## config.mk

```make
export PLATFORM = sky130hd
export DESIGN_NAME = multi_alarm_clock
export DESIGN_NICKNAME = d
export VERILOG_FILES = /design/src/rtl/multi_alarm_clock.sv
export SDC_FILE = /design/constraint.sdc
export NUM_CORES = 1
export LEC_CHECK = 0
export CORE_MARGIN = 8
export CORE_UTILIZATION = 30
export CTS_CLUSTER_SIZE = 28
export DETAILED_ROUTE_END_ITERATION = 8
export GPL_ROUTABILITY_DRIVEN = 0
export PLACE_DENSITY = 0.52
export REMOVE_ABC_BUFFERS = 1
export SLEW_MARGIN = 20
export SYNTH_ARGS = -nofsm -noshare
export SYNTH_HDL_FRONTEND = slang
export SYNTH_SLANG_ARGS = --single-unit
```

## constraint.sdc

```tcl
create_clock -name clk -period 12.31 [get_ports clk]
set_input_delay 3.0775 -clock clk [delete_from_list [all_inputs] [get_ports clk]]
set_output_delay 3.0775 -clock clk [all_outputs]
set_load 0.01 [all_outputs]
```

## src/rtl/multi_alarm_clock.sv

```systemverilog
// ----------------------------------------------------------------------------
// multi_alarm_clock
//
// Packed-BCD time-of-day clock with NUM_ALARMS independently armed hh:mm
// alarms, a 12h/24h display mode, an auto-stop ring timeout and an optional
// snooze. Time is kept internally in 24h BCD; the 12h view is derived
// combinationally. A prescaler divides clk by CLK_DIV to make the 1 s tick.
//
// Optional feature macro: ALARM_SNOOZE_EN
//   defined   -> SNOOZED state, snooze input defers the ring by SNOOZE_MIN
//   undefined -> snooze input is ignored, FSM is IDLE/RINGING only
//
// Ports:
//   clk            system clock, rising edge
//   reset          asynchronous active-low reset
//   enable         1 = prescaler/time advance, 0 = frozen (no ticks/matches)
//   mode_24h       display/load format, 1 = 24h, 0 = 12h with pm flag
//   load_time      load hh_load/mm_load/ss_load/pm_load into time
//   load_alarm     load hh_load/mm_load/pm_load into alarm alarm_sel
//   alarm_sel      alarm index for load_alarm/alarm_toggle
//   alarm_toggle   1-cycle pulse: invert armed bit of alarm_sel
//   alarm_stop     stop a ringing or snoozed alarm
//   snooze         defer the ringing alarm by SNOOZE_MIN minutes
//   hh/mm/ss_load  packed BCD load values
//   pm_load        PM flag for loads in 12h mode
//   hh, mm, ss     packed BCD current time (display format)
//   pm             1 when internal hour >= 12
//   tick           1-cycle pulse on each seconds increment
//   alarm_on       1 while ringing
//   alarm_src      index of the alarm that caused the current ring/snooze
//   alarm_armed    armed bit per alarm
//   load_err       1-cycle pulse when a load is rejected
// ----------------------------------------------------------------------------
module multi_alarm_clock #(
    parameter int NUM_ALARMS     = 4,
    parameter int SEL_W          = 2,
    parameter int CLK_DIV        = 10,
    parameter int SNOOZE_MIN     = 5,
    parameter int RING_TIMEOUT_S = 60
) (
    input  logic                  clk,
    input  logic                  reset,
    input  logic                  enable,
    input  logic                  mode_24h,
    input  logic                  load_time,
    input  logic                  load_alarm,
    input  logic [SEL_W-1:0]      alarm_sel,
    input  logic                  alarm_toggle,
    input  logic                  alarm_stop,
    input  logic                  snooze,
    input  logic [7:0]            hh_load,
    input  logic [7:0]            mm_load,
    input  logic [7:0]            ss_load,
    input  logic                  pm_load,
    output logic [7:0]            hh,
    output logic [7:0]            mm,
    output logic [7:0]            ss,
    output logic                  pm,
    output logic                  tick,
    output logic                  alarm_on,
    output logic [SEL_W-1:0]      alarm_src,
    output logic [NUM_ALARMS-1:0] alarm_armed,
    output logic                  load_err
);

    localparam int CNT_W = (CLK_DIV > 1) ? $clog2(CLK_DIV) : 1;
    localparam int RC_W  = $clog2(RING_TIMEOUT_S + 1);

    // ------------------------------------------------------------------
    // BCD helpers
    // ------------------------------------------------------------------
    function automatic logic [7:0] bcd2bin(input logic [7:0] v);
        return (8'(v[7:4]) * 8'd10) + 8'(v[3:0]);
    endfunction

    function automatic logic [7:0] bin2bcd(input logic [7:0] b);
        logic [3:0] t;
        logic [3:0] o;
        t = 4'(b / 8'd10);
        o = 4'(b % 8'd10);
        return {t, o};
    endfunction

    function automatic logic bcd_ok(input logic [7:0] v);
        return (v[7:4] <= 4'd9) && (v[3:0] <= 4'd9);
    endfunction

    // Increment a BCD value, wrapping to 00 after max.
    function automatic logic [7:0] bcd_inc(input logic [7:0] v, input logic [7:0] max);
        logic [7:0] r;
        if (v == max)
            r = 8'h00;
        else if (v[3:0] == 4'd9)
            r = {v[7:4] + 4'd1, 4'd0};
        else
            r = {v[7:4], v[3:0] + 4'd1};
        return r;
    endfunction

    // Convert a (validated) load hour into internal 24h BCD.
    function automatic logic [7:0] hour_to_24(input logic [7:0] h_bcd,
                                              input logic       pm_f,
                                              input logic       m24);
        logic [7:0] h;
        h = bcd2bin(h_bcd);
        if (!m24) begin
            if (h == 8'd12)
                h = pm_f ? 8'd12 : 8'd0;
            else if (pm_f)
                h = h + 8'd12;
        end
        return bin2bcd(h);
    endfunction

    // ------------------------------------------------------------------
    // State
    // ------------------------------------------------------------------
    logic [CNT_W-1:0]      cnt_q, cnt_d;
    logic [7:0]            hh_q, hh_d;
    logic [7:0]            mm_q, mm_d;
    logic [7:0]            ss_q, ss_d;
    logic                  tick_q, tick_d;
    logic                  err_q, err_d;

    logic [7:0]            alm_hh_q [NUM_ALARMS];
    logic [7:0]            alm_mm_q [NUM_ALARMS];
    logic [NUM_ALARMS-1:0] armed_q;

    logic [SEL_W-1:0]      src_q;
    logic                  alarm_on_q;
    logic [RC_W-1:0]       ring_cnt_q;

`ifdef ALARM_SNOOZE_EN
    typedef enum logic [1:0] {ST_IDLE, ST_RINGING, ST_SNOOZED} state_t;
    logic [7:0]            wake_hh_q, wake_mm_q;
    logic [7:0]            wake_hh_d, wake_mm_d;
    logic                  wake_hit;
`else
    typedef enum logic [0:0] {ST_IDLE, ST_RINGING} state_t;
    logic                  unused_snooze;
    assign unused_snooze = snooze;
`endif
    state_t                state_q;

    // ------------------------------------------------------------------
    // Load validation
    // ------------------------------------------------------------------
    logic       hh_ok, mm_ok, ss_ok, sel_ok;
    logic       lt_ok, la_ok;
    logic [7:0] hh_ld24;

    always_comb begin
        hh_ok  = bcd_ok(hh_load) &&
                 (mode_24h ? (hh_load <= 8'h23)
                           : ((hh_load >= 8'h01) && (hh_load <= 8'h12)));
        mm_ok  = bcd_ok(mm_load) && (mm_load <= 8'h59);
        ss_ok  = bcd_ok(ss_load) && (ss_load <= 8'h59);
        sel_ok = (32'(alarm_sel) < NUM_ALARMS);
        lt_ok  = load_time  && hh_ok && mm_ok && ss_ok;
        la_ok  = load_alarm && hh_ok && mm_ok && sel_ok;
        err_d  = (load_time  && !(hh_ok && mm_ok && ss_ok)) ||
                 (load_alarm && !(hh_ok && mm_ok && sel_ok));
        hh_ld24 = hour_to_24(hh_load, pm_load, mode_24h);
    end

    // ------------------------------------------------------------------
    // Prescaler and time-of-day next state
    // ------------------------------------------------------------------
    logic       wrap, tick_ev;
    logic [7:0] hh_inc, mm_inc, ss_inc;

    assign wrap    = enable && (cnt_q == CNT_W'(CLK_DIV - 1));
    // A valid time load overrides the increment, so no tick is emitted then.
    assign tick_ev = wrap && !lt_ok;
    assign tick_d  = tick_ev;

    always_comb begin
        ss_inc = bcd_inc(ss_q, 8'h59);
        mm_inc = mm_q;
        hh_inc = hh_q;
        if (ss_q == 8'h59) begin
            mm_inc = bcd_inc(mm_q, 8'h59);
            if (mm_q == 8'h59)
                hh_inc = bcd_inc(hh_q, 8'h23);
        end
    end

    always_comb begin
        cnt_d = cnt_q;
        hh_d  = hh_q;
        mm_d  = mm_q;
        ss_d  = ss_q;
        if (lt_ok) begin
            cnt_d = '0;
            hh_d  = hh_ld24;
            mm_d  = mm_load;
            ss_d  = ss_load;
        end else if (enable) begin
            if (wrap) begin
                cnt_d = '0;
                hh_d  = hh_inc;
                mm_d  = mm_inc;
                ss_d  = ss_inc;
            end else begin
                cnt_d = cnt_q + CNT_W'(1);
            end
        end
    end

    always_ff @(posedge clk or negedge reset) begin
        if (!reset) begin
            cnt_q  <= '0;
            hh_q   <= 8'h00;
            mm_q   <= 8'h00;
            ss_q   <= 8'h00;
            tick_q <= 1'b0;
            err_q  <= 1'b0;
        end else begin
            cnt_q  <= cnt_d;
            hh_q   <= hh_d;
            mm_q   <= mm_d;
            ss_q   <= ss_d;
            tick_q <= tick_d;
            err_q  <= err_d;
        end
    end

    // ------------------------------------------------------------------
    // Alarm registers
    // ------------------------------------------------------------------
    always_ff @(posedge clk or negedge reset) begin
        if (!reset) begin
            for (int i = 0; i < NUM_ALARMS; i++) begin
                alm_hh_q[i] <= 8'h00;
                alm_mm_q[i] <= 8'h00;
            end
            armed_q <= '0;
        end else begin
            for (int i = 0; i < NUM_ALARMS; i++) begin
                if (la_ok && (alarm_sel == SEL_W'(i))) begin
                    alm_hh_q[i] <= hh_ld24;
                    alm_mm_q[i] <= mm_load;
                end
                if (alarm_toggle && (alarm_sel == SEL_W'(i)))
                    armed_q[i] <= ~armed_q[i];
            end
        end
    end

    // ------------------------------------------------------------------
    // Match detection against the time being registered on this tick.
    // Descending scan so the lowest matching index is the one kept.
    // ------------------------------------------------------------------
    logic             match;
    logic [SEL_W-1:0] match_idx;
    logic             src_disarm;
    logic             ring_last;

    always_comb begin
        match     = 1'b0;
        match_idx = '0;
        for (int i = NUM_ALARMS - 1; i >= 0; i--) begin
            if (tick_ev && (ss_inc == 8'h00) && armed_q[i] &&
                (alm_hh_q[i] == hh_inc) && (alm_mm_q[i] == mm_inc)) begin
                match     = 1'b1;
                match_idx = SEL_W'(i);
            end
        end
    end

    // Disarming the alarm that owns the ring ends it.
    always_comb begin
        src_disarm = 1'b0;
        for (int i = 0; i < NUM_ALARMS; i++) begin
            if (alarm_toggle && (alarm_sel == SEL_W'(i)) &&
                (src_q == SEL_W'(i)) && armed_q[i])
                src_disarm = 1'b1;
        end
    end

    assign ring_last = (ring_cnt_q == RC_W'(RING_TIMEOUT_S - 1));

`ifdef ALARM_SNOOZE_EN
    // Wake time = current hh:mm + SNOOZE_MIN, wrapping at midnight.
    logic [7:0] wk_h, wk_m;
    always_comb begin
        wk_h = bcd2bin(hh_q);
        wk_m = bcd2bin(mm_q) + 8'(SNOOZE_MIN);
        if (wk_m >= 8'd60) begin
            wk_m = wk_m - 8'd60;
            wk_h = (wk_h == 8'd23) ? 8'd0 : wk_h + 8'd1;
        end
        wake_hh_d = bin2bcd(wk_h);
        wake_mm_d = bin2bcd(wk_m);
    end

    assign wake_hit = tick_ev && (ss_inc == 8'h00) &&
                      (hh_inc == wake_hh_q) && (mm_inc == wake_mm_q);
`endif

    // ------------------------------------------------------------------
    // Alarm FSM
    // ------------------------------------------------------------------
    always_ff @(posedge clk or negedge reset) begin
        if (!reset) begin
            state_q    <= ST_IDLE;
            alarm_on_q <= 1'b0;
            src_q      <= '0;
            ring_cnt_q <= '0;
`ifdef ALARM_SNOOZE_EN
            wake_hh_q  <= 8'h00;
            wake_mm_q  <= 8'h00;
`endif
        end else begin
            case (state_q)
                ST_IDLE: begin
                    if (match) begin
                        state_q    <= ST_RINGING;
                        alarm_on_q <= 1'b1;
                        src_q      <= match_idx;
                        ring_cnt_q <= '0;
                    end
                end
                ST_RINGING: begin
                    // Stop has priority over snooze.
                    if (alarm_stop || src_disarm) begin
                        state_q    <= ST_IDLE;
                        alarm_on_q <= 1'b0;
`ifdef ALARM_SNOOZE_EN
                    end else if (snooze) begin
                        state_q    <= ST_SNOOZED;
                        alarm_on_q <= 1'b0;
                        wake_hh_q  <= wake_hh_d;
                        wake_mm_q  <= wake_mm_d;
`endif
                    end else if (tick_ev) begin
                        if (ring_last) begin
                            state_q    <= ST_IDLE;
                            alarm_on_q <= 1'b0;
                        end else begin
                            ring_cnt_q <= ring_cnt_q + RC_W'(1);
                        end
                    end
                end
`ifdef ALARM_SNOOZE_EN
                ST_SNOOZED: begin
                    if (alarm_stop || src_disarm) begin
                        state_q    <= ST_IDLE;
                        alarm_on_q <= 1'b0;
                    end else if (wake_hit) begin
                        state_q    <= ST_RINGING;
                        alarm_on_q <= 1'b1;
                        ring_cnt_q <= '0;
                    end
                end
`endif
                default: begin
                    state_q    <= ST_IDLE;
                    alarm_on_q <= 1'b0;
                end
            endcase
        end
    end

    // ------------------------------------------------------------------
    // Outputs; hour shown in 12h form converts internal 00 -> 12, 13..23 -> 01..11
    // ------------------------------------------------------------------
    logic [7:0] hbin;

    always_comb begin
        hbin = bcd2bin(hh_q);
        pm   = (hbin >= 8'd12);
        if (mode_24h)
            hh = hh_q;
        else if (hbin == 8'd0)
            hh = 8'h12;
        else if (hbin > 8'd12)
            hh = bin2bcd(hbin - 8'd12);
        else
            hh = hh_q;
    end

    assign mm          = mm_q;
    assign ss          = ss_q;
    assign tick        = tick_q;
    assign alarm_on    = alarm_on_q;
    assign alarm_src   = src_q;
    assign alarm_armed = armed_q;
    assign load_err    = err_q;

endmodule

```

==> flow_summary.json, run 1 <==
{
  "worst-r2r-setup-slack_ns": 7.22,
  "nNetsFinal": 1099,
  "ys_ff_latch": 108,
  "rsz0062_at_grt": "no",
  "r2r_end": "ring_cnt_q[0]$_DFFE_PN0P_",
  "clockBufferDepth": 2,
  "grt_overflow": 0,
  "fmax_ghz": 0.0976,
  "synth_warnings": 0,
  "synthToLayoutAreaGrowth_pct": 16.1,
  "port_buffers": 68,
  "start_util": 0.302,
  "path_max_fanout": 13,
  "required_ns": 9.23,
  "maxSlewHeadroom": 0.309,
  "syn-cell-area_um2": 8560,
  "layout_commonest_cell": "dfrtp_1",
  "final-setup-viol-count": 0,
  "post_cts_resized": 0,
  "ys.flop_type": "dfrtp_1",
  "core_um2": 28400,
  "vias": 7304,
  "timing.rr.start": "ss[0]$_DFFE_PN0P_",
  "synthDistinctLibCells": 86,
  "fin_crit_ns": 10.24,
  "clkTransAtPathRegs_ns": 0.07,
  "synth-edff-count": 0,
  "drv_cap": 0,
  "postSynthAreaPerCell_um2": 8.83,
  "die_area_um2": 34200,
  "status": "finished clean",
  "post_drt_via_cell_ratio": 5.18,
  "drive_above_1_share": 0.0976,
  "pin_count": 70,
  "cts_tree": "done",
  "finalMaxSlewViolations": 0,
  "grt_max_degree": 58,
  "clock-root-buffer": "clkbuf_16",
  "die_w_um": 185,
  "clock_latency_ns": 0.36,
  "avgRoutedWirePerCell_um": 16.3,
  "wirelength_um": 23000,
  "period_share": 0.832,
  "fin_setup_tns_ns": 0,
  "grt.total_usage": 0.136,
  "cts_setup_buffers": 0,
  "ant_nets": 0,
  "hold_path_class": "reg -> reg",
  "finalHoldViolCount": 0,
  "cts_num_sinks": 108,
  "syn_inst": 970,
  "num_antenna_cells": 0,
  "grt_pass1_vias": 7192,
  "dpl.hpwl_um": 17500,
  "synth-seq-area-share": 0.316,
  "htreeDepth": 3,
  "cp-end-kind": "output port",
  "ctsHoldBuffers": 0,
  "critPathLaunch": "hh_q[4]$_DFFE_PN0P_",
  "async_flop_share": 1.00,
  "fin_skew_ns": 0.0105,
  "dr.pass1.iters": 5,
  "min_path_cells": 2,
  "fin_area_um2": 9950,
  "numCtsBuffers": 9,
  "drtIter0Drc": 512,
  "worst_setup_path_start_kind": "flip-flop",
  "slowest_stage": "fa_1",
  "core.rowCount": 62,
  "cpPeakStageDelay_ns": 0.74,
  "crit_end": "hh[2]",
  "die_h_um": 185,
  "path_class": "reg -> out",
  "grt_pass1_wl_um": 37800,
  "worstPathCellList": "ha_1 -> inv_1 -> fa_1 -> clkinv_1 -> ha_1 -> nand4_1 -> o41ai_1 -> mux2i_1 -> xnor2_1 -> nor3_1 -> nor3_1 -> nor2_1 -> nor3_1 -> a2111oi_0 -> a311oi_2 -> xnor2_1 -> ha_1 -> mux2_2 -> o22ai_1 -> clkdlybuf4s50_1",
  "drc_errors": 0,
  "antenna_found_initial": 0,
  "cp.arrival_ns": 7.17,
  "reg2reg_depth": 13,
  "final_cell_mix": "108 x dfrtp_1, 90 x nand2_1, 85 x nor2_1",
  "place_area_um2": 9640,
  "hold_ws_ns": 0.504,
  "worstMarginPinSlew_ns": 1.04
}
-- synth_stat cells, types with 13 or more instances --
cell type | instances | area share
mux2_2 | 40 | 0.053
nor3_1 | 33 | 0.019
mux2i_1 | 13 | 0.015
nor2_1 | 86 | 0.038
o21ai_0 | 55 | 0.032
nand3_1 | 33 | 0.019
nor4_1 | 13 | 0.0095
inv_1 | 30 | 0.013
nand2_1 | 90 | 0.039
xor2_1 | 52 | 0.053
xnor2_1 | 50 | 0.051
a21oi_1 | 55 | 0.032
clkbuf_1 | 27 | 0.012
ha_1 | 39 | 0.057
dfrtp_1 | 108 | 0.32
o21ai_1 | 17 | 0.0099
nand4_1 | 13 | 0.0095
-- registers in the layout (all words and copies together), names as in the netlist --
signal and count:
alm_hh_q 32, hh_q 8, state_q 1, alarm_src 2
tick 1, alm_mm_q 32, mm 8, alarm_armed 4
alarm_on 1, load_err 1, ss 8, ring_cnt_q 6
cnt_q 4
-- routing by layer --
metal  GRT usage  routed length (µm)
met4      0.0227                 150
met1       0.189               11500
met2       0.224               10500
met5           0                   0
met3      0.0192                 740
-- how the worst min path moves through the flow --
stage	start	endpoint
global placement	alm_hh_q[14]$_DFFE_PN0P_	alm_hh_q[14]$_DFFE_PN0P_
CTS	alm_hh_q[31]$_DFFE_PN0P_	alm_hh_q[31]$_DFFE_PN0P_
floorplan	alm_hh_q[22]$_DFFE_PN0P_	alm_hh_q[22]$_DFFE_PN0P_
global route	alm_hh_q[29]$_DFFE_PN0P_	alm_hh_q[29]$_DFFE_PN0P_
detailed placement	alm_mm_q[31]$_DFFE_PN0P_	alm_mm_q[31]$_DFFE_PN0P_
finish	alm_hh_q[14]$_DFFE_PN0P_	alm_hh_q[14]$_DFFE_PN0P_
-- cell type report --
type	instances	area [µm²]
clock buffers	10	239
clock inverters	6	62.6
fillers	2964	18400
inverters	32	120
multi-input cells	793	5600
flip-flops and latches	108	2700
well taps	384	480
repair buffers	76	738
-- metrics by stage --
stage          instances  setup WS (ns)   util
5_1_grt             1409           1.53  0.350
2_1_floorplan        933           3.55      -
6_report            1409           2.07  0.350
4_1_cts             1409           2.14  0.350
3_3_place_gp        1393           1.92  0.340
3_5_place_dp        1393           1.87  0.340
-- critical path, delay by kind of cell (launching register included) --
kind                     cells  cell delay, ns
AO/OA/AOI/OAI                4            1.01
XOR/XNOR                     2            0.55
adder cells (fa/ha/maj)      4            1.75
buffers and inverters        3            1.01
flip-flops                   1            0.53
multiplexers                 2            0.65
AND/OR/NAND/NOR              5            1.31
-- kinds of logic (layout without fill, tap and decap cells) --
kind of cell    after synthesis  after routing  share of synthesized area
simple gates                338            338                      0.198
compound gates              251            251                      0.206
flops                       108            108                      0.316
xor+xnor                    107            107                      0.115
buf+inv                      69            124                     0.0310
mux                          54             54                     0.0691
fa+ha+maj                    43             43                     0.0663
Power of run 1 is left out: the tool's default activity adds up to more than one toggle a clock period on the data nets, which glitch-free logic cannot reach.
==> run 2, diff against run 1 <==
Clock period 12.31 ns to 9.9 ns, I/O delays scaled along.
==> flow_summary.json, run 2 (same netlist as run 1, synthesis figures left out) <==
{
  "cts_num_sinks": 108,
  "cp-end-kind": "output port",
  "fin_setup_tns_ns": 0,
  "ant_nets": 0,
  "clock_latency_ns": 0.36,
  "clkTransAtPathRegs_ns": 0.08,
  "status": "finished clean",
  "final-setup-viol-count": 0,
  "post_drt_via_cell_ratio": 5.16,
  "fin_crit_ns": 9.35,
  "maxSlewHeadroom": 0.317,
  "grt_max_degree": 64,
  "grt.total_usage": 0.139,
  "htreeDepth": 3,
  "port_buffers": 68,
  "drc_errors": 0,
  "met3_usage": 0.0247,
  "fin_skew_ns": 0.00873,
  "gr-usage-met1": 0.194,
  "grt_overflow": 0,
  "core.rowCount": 62,
  "start_util": 0.302,
  "avgRoutedWirePerCell_um": 16.6,
  "top_regs": "alm_hh_q x32, alm_mm_q x32",
  "synthToLayoutAreaGrowth_pct": 16.9,
  "worst_setup_path_start_kind": "flip-flop",
  "layout_commonest_cell": "dfrtp_1",
  "nNetsFinal": 1106,
  "numCtsBuffers": 9,
  "hold_path_class": "reg -> reg",
  "fmax_ghz": 0.107,
  "pin_count": 70,
  "antenna_found_initial": 0,
  "required_ns": 7.43,
  "drive_above_1_share": 0.105,
  "num_antenna_cells": 0,
  "clockBufferDepth": 2,
  "path_max_fanout": 13,
  "fillers": 2974,
  "slowest_stage": "fa_1",
  "die_h_um": 185,
  "cts_setup_buffers": 0,
  "ctsHoldBuffers": 0,
  "cpPeakStageDelay_ns": 0.72,
  "worstPathCellList": "ha_1 -> inv_1 -> fa_1 -> clkinv_1 -> ha_1 -> nand4_1 -> o41ai_1 -> mux2i_1 -> xnor2_2 -> nor3_1 -> nor3_1 -> nor2_1 -> nor3_1 -> a2111oi_1 -> a311oi_2 -> xnor2_1 -> ha_1 -> mux2_2 -> o22ai_1 -> clkdlybuf4s50_1",
  "dr.pass1.iters": 7,
  "rsz0062_at_grt": "no",
  "vias": 7311,
  "core_um2": 28400,
  "post_cts_resized": 0,
  "dpl.hpwl_um": 17700,
  "period_share": 0.945,
  "multi_input_area_um2": 5620,
  "wirelength_um": 23500,
  "seq_area_um2": 2700,
  "die_w_um": 185,
  "grt_most_used_layer": "met2",
  "clock-root-buffer": "clkbuf_16",
  "cts_tree": "done",
  "die_area_um2": 34200,
  "finalMaxSlewViolations": 0,
  "drtIter0Drc": 500,
  "cp.arrival_ns": 6.88,
  "path_class": "reg -> out",
  "final_cell_mix": "108 x dfrtp_1, 90 x nand2_1, 85 x nor2_1",
  "grt_pass1_vias": 7115,
  "drv_cap": 0,
  "grt_pass1_wl_um": 38400,
  "worstMarginPinSlew_ns": 1.02,
  "finalHoldViolCount": 0,
  "grtUsageMet2": 0.226
}
-- run 2: layout make-up --
type | instances | share of cell area
clock buffers | 9 | 0.0225
clock inverters | 7 | 0.00675
inverters | 32 | 0.0120
multi-input cells | 793 | 0.562
flip-flops and latches | 108 | 0.270
well taps | 384 | 0.0480
repair buffers | 83 | 0.0790
-- run 2: critical path: cells and delay by family, from the launching register on --
kind	cells	cell delay, ns
fa+ha+maj	4	1.69
simple gates	5	1.20
buf+inv	3	0.98
compound gates	4	0.96
mux	2	0.70
flops	1	0.51
xor+xnor	2	0.47
-- run 2: worst paths after layout --
| check | from | end | slack (ns) | cells after the start |
|---|---|---|---|---|
| min in group asynchronous | reset | alm_mm_q[9]$_DFFE_PN0P_ | 2.12 | 1 |
| hold / removal | alm_hh_q[7]$_DFFE_PN0P_ | alm_hh_q[7]$_DFFE_PN0P_ | 0.50 | 2 |
| max in group asynchronous | reset | hh_q[5]$_DFFE_PN0P_ | 6.51 | 2 |
| setup / recovery | hh_q[1]$_DFFE_PN0P_ | hh[2] | 0.55 | 20 |
| setup reg to reg | ss[0]$_DFFE_PN0P_ | ring_cnt_q[0]$_DFFE_PN0P_ | 4.82 | 13 |
| hold reg to reg | alm_hh_q[7]$_DFFE_PN0P_ | alm_hh_q[7]$_DFFE_PN0P_ | 0.50 | 2 |
-- run 2: layer usage --
metal  vias up  wire length [µm]
met5         -                 0
met4         0               142
met3        12               840
met2       133             10700
met1      3523             11800
li1       3643                 -
-- run 2: stage by stage --
stage	setup WS [ns]	instance area, µm²	cells	util	hold slack [ns]
4_1_cts	0.341	9990	1416	0.352	0.510
3_3_place_gp	0.608	9700	1400	0.342	0.481
3_5_place_dp	0.487	9700	1400	0.342	0.491
2_1_floorplan	1.74	8420	933	-	0.469
6_report	0.549	10000	1416	0.353	0.503
5_1_grt	0.0533	10000	1416	0.353	0.531
Power of run 2 is left out for the same reason.
==> run 3, diff against run 2 <==
Settings changed: CTS_CLUSTER_DIAMETER from default to 60, MAX_ROUTING_LAYER from default to met4.
==> flow_summary.json, run 3 (same netlist as run 1, synthesis figures left out) <==
{
  "status": "finished clean",
  "drv_cap": 0,
  "hold_path_class": "reg -> reg",
  "grt_max_degree": 64,
  "core.rowCount": 62,
  "fin_setup_tns_ns": 0,
  "clock-root-buffer": "clkbuf_16",
  "num_antenna_cells": 0,
  "cp.arrival_ns": 6.86,
  "wirelength_um": 23500,
  "path_class": "reg -> out",
  "dr_wl_met3_um": 905,
  "post_drt_via_cell_ratio": 5.18,
  "clockBufferDepth": 2,
  "htreeDepth": 3,
  "ant_nets": 0,
  "clkTransAtPathRegs_ns": 0.08,
  "fin_ws_ns": 0.563,
  "finalMaxSlewViolations": 0,
  "pin_count": 70,
  "period_share": 0.943,
  "final-setup-viol-count": 0,
  "avgRoutedWirePerCell_um": 16.6,
  "core_um2": 28400,
  "start_util": 0.302,
  "grt_overflow": 0,
  "drtIter0Drc": 498,
  "cts_setup_buffers": 0,
  "maxSlewHeadroom": 0.303,
  "final_cell_mix": "108 x dfrtp_1, 90 x nand2_1, 85 x nor2_1",
  "synthToLayoutAreaGrowth_pct": 16.9,
  "cts_tree": "done",
  "antenna_found_initial": 0,
  "layout_commonest_cell": "dfrtp_1",
  "drc_errors": 0,
  "worst_setup_path_start_kind": "flip-flop",
  "fmax_ghz": 0.107,
  "fin_skew_ns": 0.00828,
  "die_h_um": 185,
  "min_path_cells": 2,
  "place_area_um2": 9700,
  "die_w_um": 185,
  "port_buffers": 68,
  "drive_above_1_share": 0.105,
  "nNetsFinal": 1106,
  "finalHoldViolCount": 0,
  "dpl.hpwl_um": 17700,
  "post-place-ws_ns": 0.487,
  "fin_area_um2": 10000,
  "ctsHoldBuffers": 0,
  "reg2reg_depth": 13,
  "rsz0062_at_grt": "no",
  "vias": 7337,
  "grt_pass1_wl_um": 38400,
  "grt.total_usage": 0.143,
  "die_area_um2": 34200,
  "clock_latency_ns": 0.36,
  "dr.pass1.iters": 5,
  "cts_num_sinks": 108,
  "top_layer_used": "met4",
  "fillers": 2974,
  "worstMarginPinSlew_ns": 1.04,
  "fin_crit_ns": 9.34,
  "grt_pass1_vias": 7113,
  "top_regs": "alm_hh_q x32, alm_mm_q x32",
  "cp-end-kind": "output port",
  "wl_met2_um": 10700,
  "wirelength_met1_um": 11700,
  "required_ns": 7.43,
  "numCtsBuffers": 9,
  "path_max_fanout": 13
}
-- run 3: cell counts in the layout (fill, tap and decap cells not counted) --
Identical to the previous run, type by type.
-- run 3: cell type report --
type	instances	area, µm²	share of cell area
Inverter	32	120	0.0120
Clock inverter	7	67.6	0.00675
Tap cell	384	480	0.0480
Sequential cell	108	2700	0.270
Clock buffer	9	225	0.0225
Multi-Input combinational cell	793	5620	0.562
Timing Repair Buffer	83	791	0.0790
-- run 3: critical path, stage by stage, from the launching register on --
cell and delay (ns):
dfrtp_1 0.51, ha_1 0.23, inv_1 0.06, fa_1 0.73, clkinv_1 0.36, ha_1 0.48
nand4_1 0.16, o41ai_1 0.08, mux2i_1 0.43, xnor2_2 0.24, nor3_1 0.44, nor3_1 0.13
nor2_1 0.36, nor3_1 0.10, a2111oi_1 0.51, a311oi_2 0.21, xnor2_1 0.23, ha_1 0.26
mux2_2 0.26, o22ai_1 0.16, clkdlybuf4s50_1 0.57
-- run 3: metal layers --
metal	GRT usage	vias up
li1	-	3637
met1	0.194	3540
met2	0.226	148
met3	0.0230	12
met4	0.0218	0
met5	-	-
-- run 3: through the flow --
| stage | instances | hold WS (ns) | utilization |
|---|---|---|---|
| 3_3_place_gp | 1400 | 0.481 | 0.342 |
| 6_report | 1416 | 0.503 | 0.353 |
| 4_1_cts | 1416 | 0.510 | 0.352 |
| 3_5_place_dp | 1400 | 0.491 | 0.342 |
| 2_1_floorplan | 933 | 0.469 | - |
| 5_1_grt | 1416 | 0.531 | 0.353 |
-- run 3: timing repair --
| item | 4_1_cts | 5_1_grt |
|---|---|---|
| gates resized for setup | 0 | 3 |
| hold endpoints to repair | 0 | 0 |
| endpoints found under the setup margin | 0 | 2 |
-- run 3: final timing paths --
check | slack (ns) | to | from
setup / recovery | 0.56 | hh[2] | hh_q[1]$_DFFE_PN0P_
hold / removal | 0.50 | alm_hh_q[7]$_DFFE_PN0P_ | alm_hh_q[7]$_DFFE_PN0P_
setup reg to reg | 4.82 | ring_cnt_q[0]$_DFFE_PN0P_ | ss[0]$_DFFE_PN0P_
hold reg to reg | 0.50 | alm_hh_q[7]$_DFFE_PN0P_ | alm_hh_q[7]$_DFFE_PN0P_
max in group asynchronous | 6.52 | hh_q[5]$_DFFE_PN0P_ | reset
min in group asynchronous | 2.12 | alm_mm_q[9]$_DFFE_PN0P_ | reset
Power of run 3 is left out for the same reason.
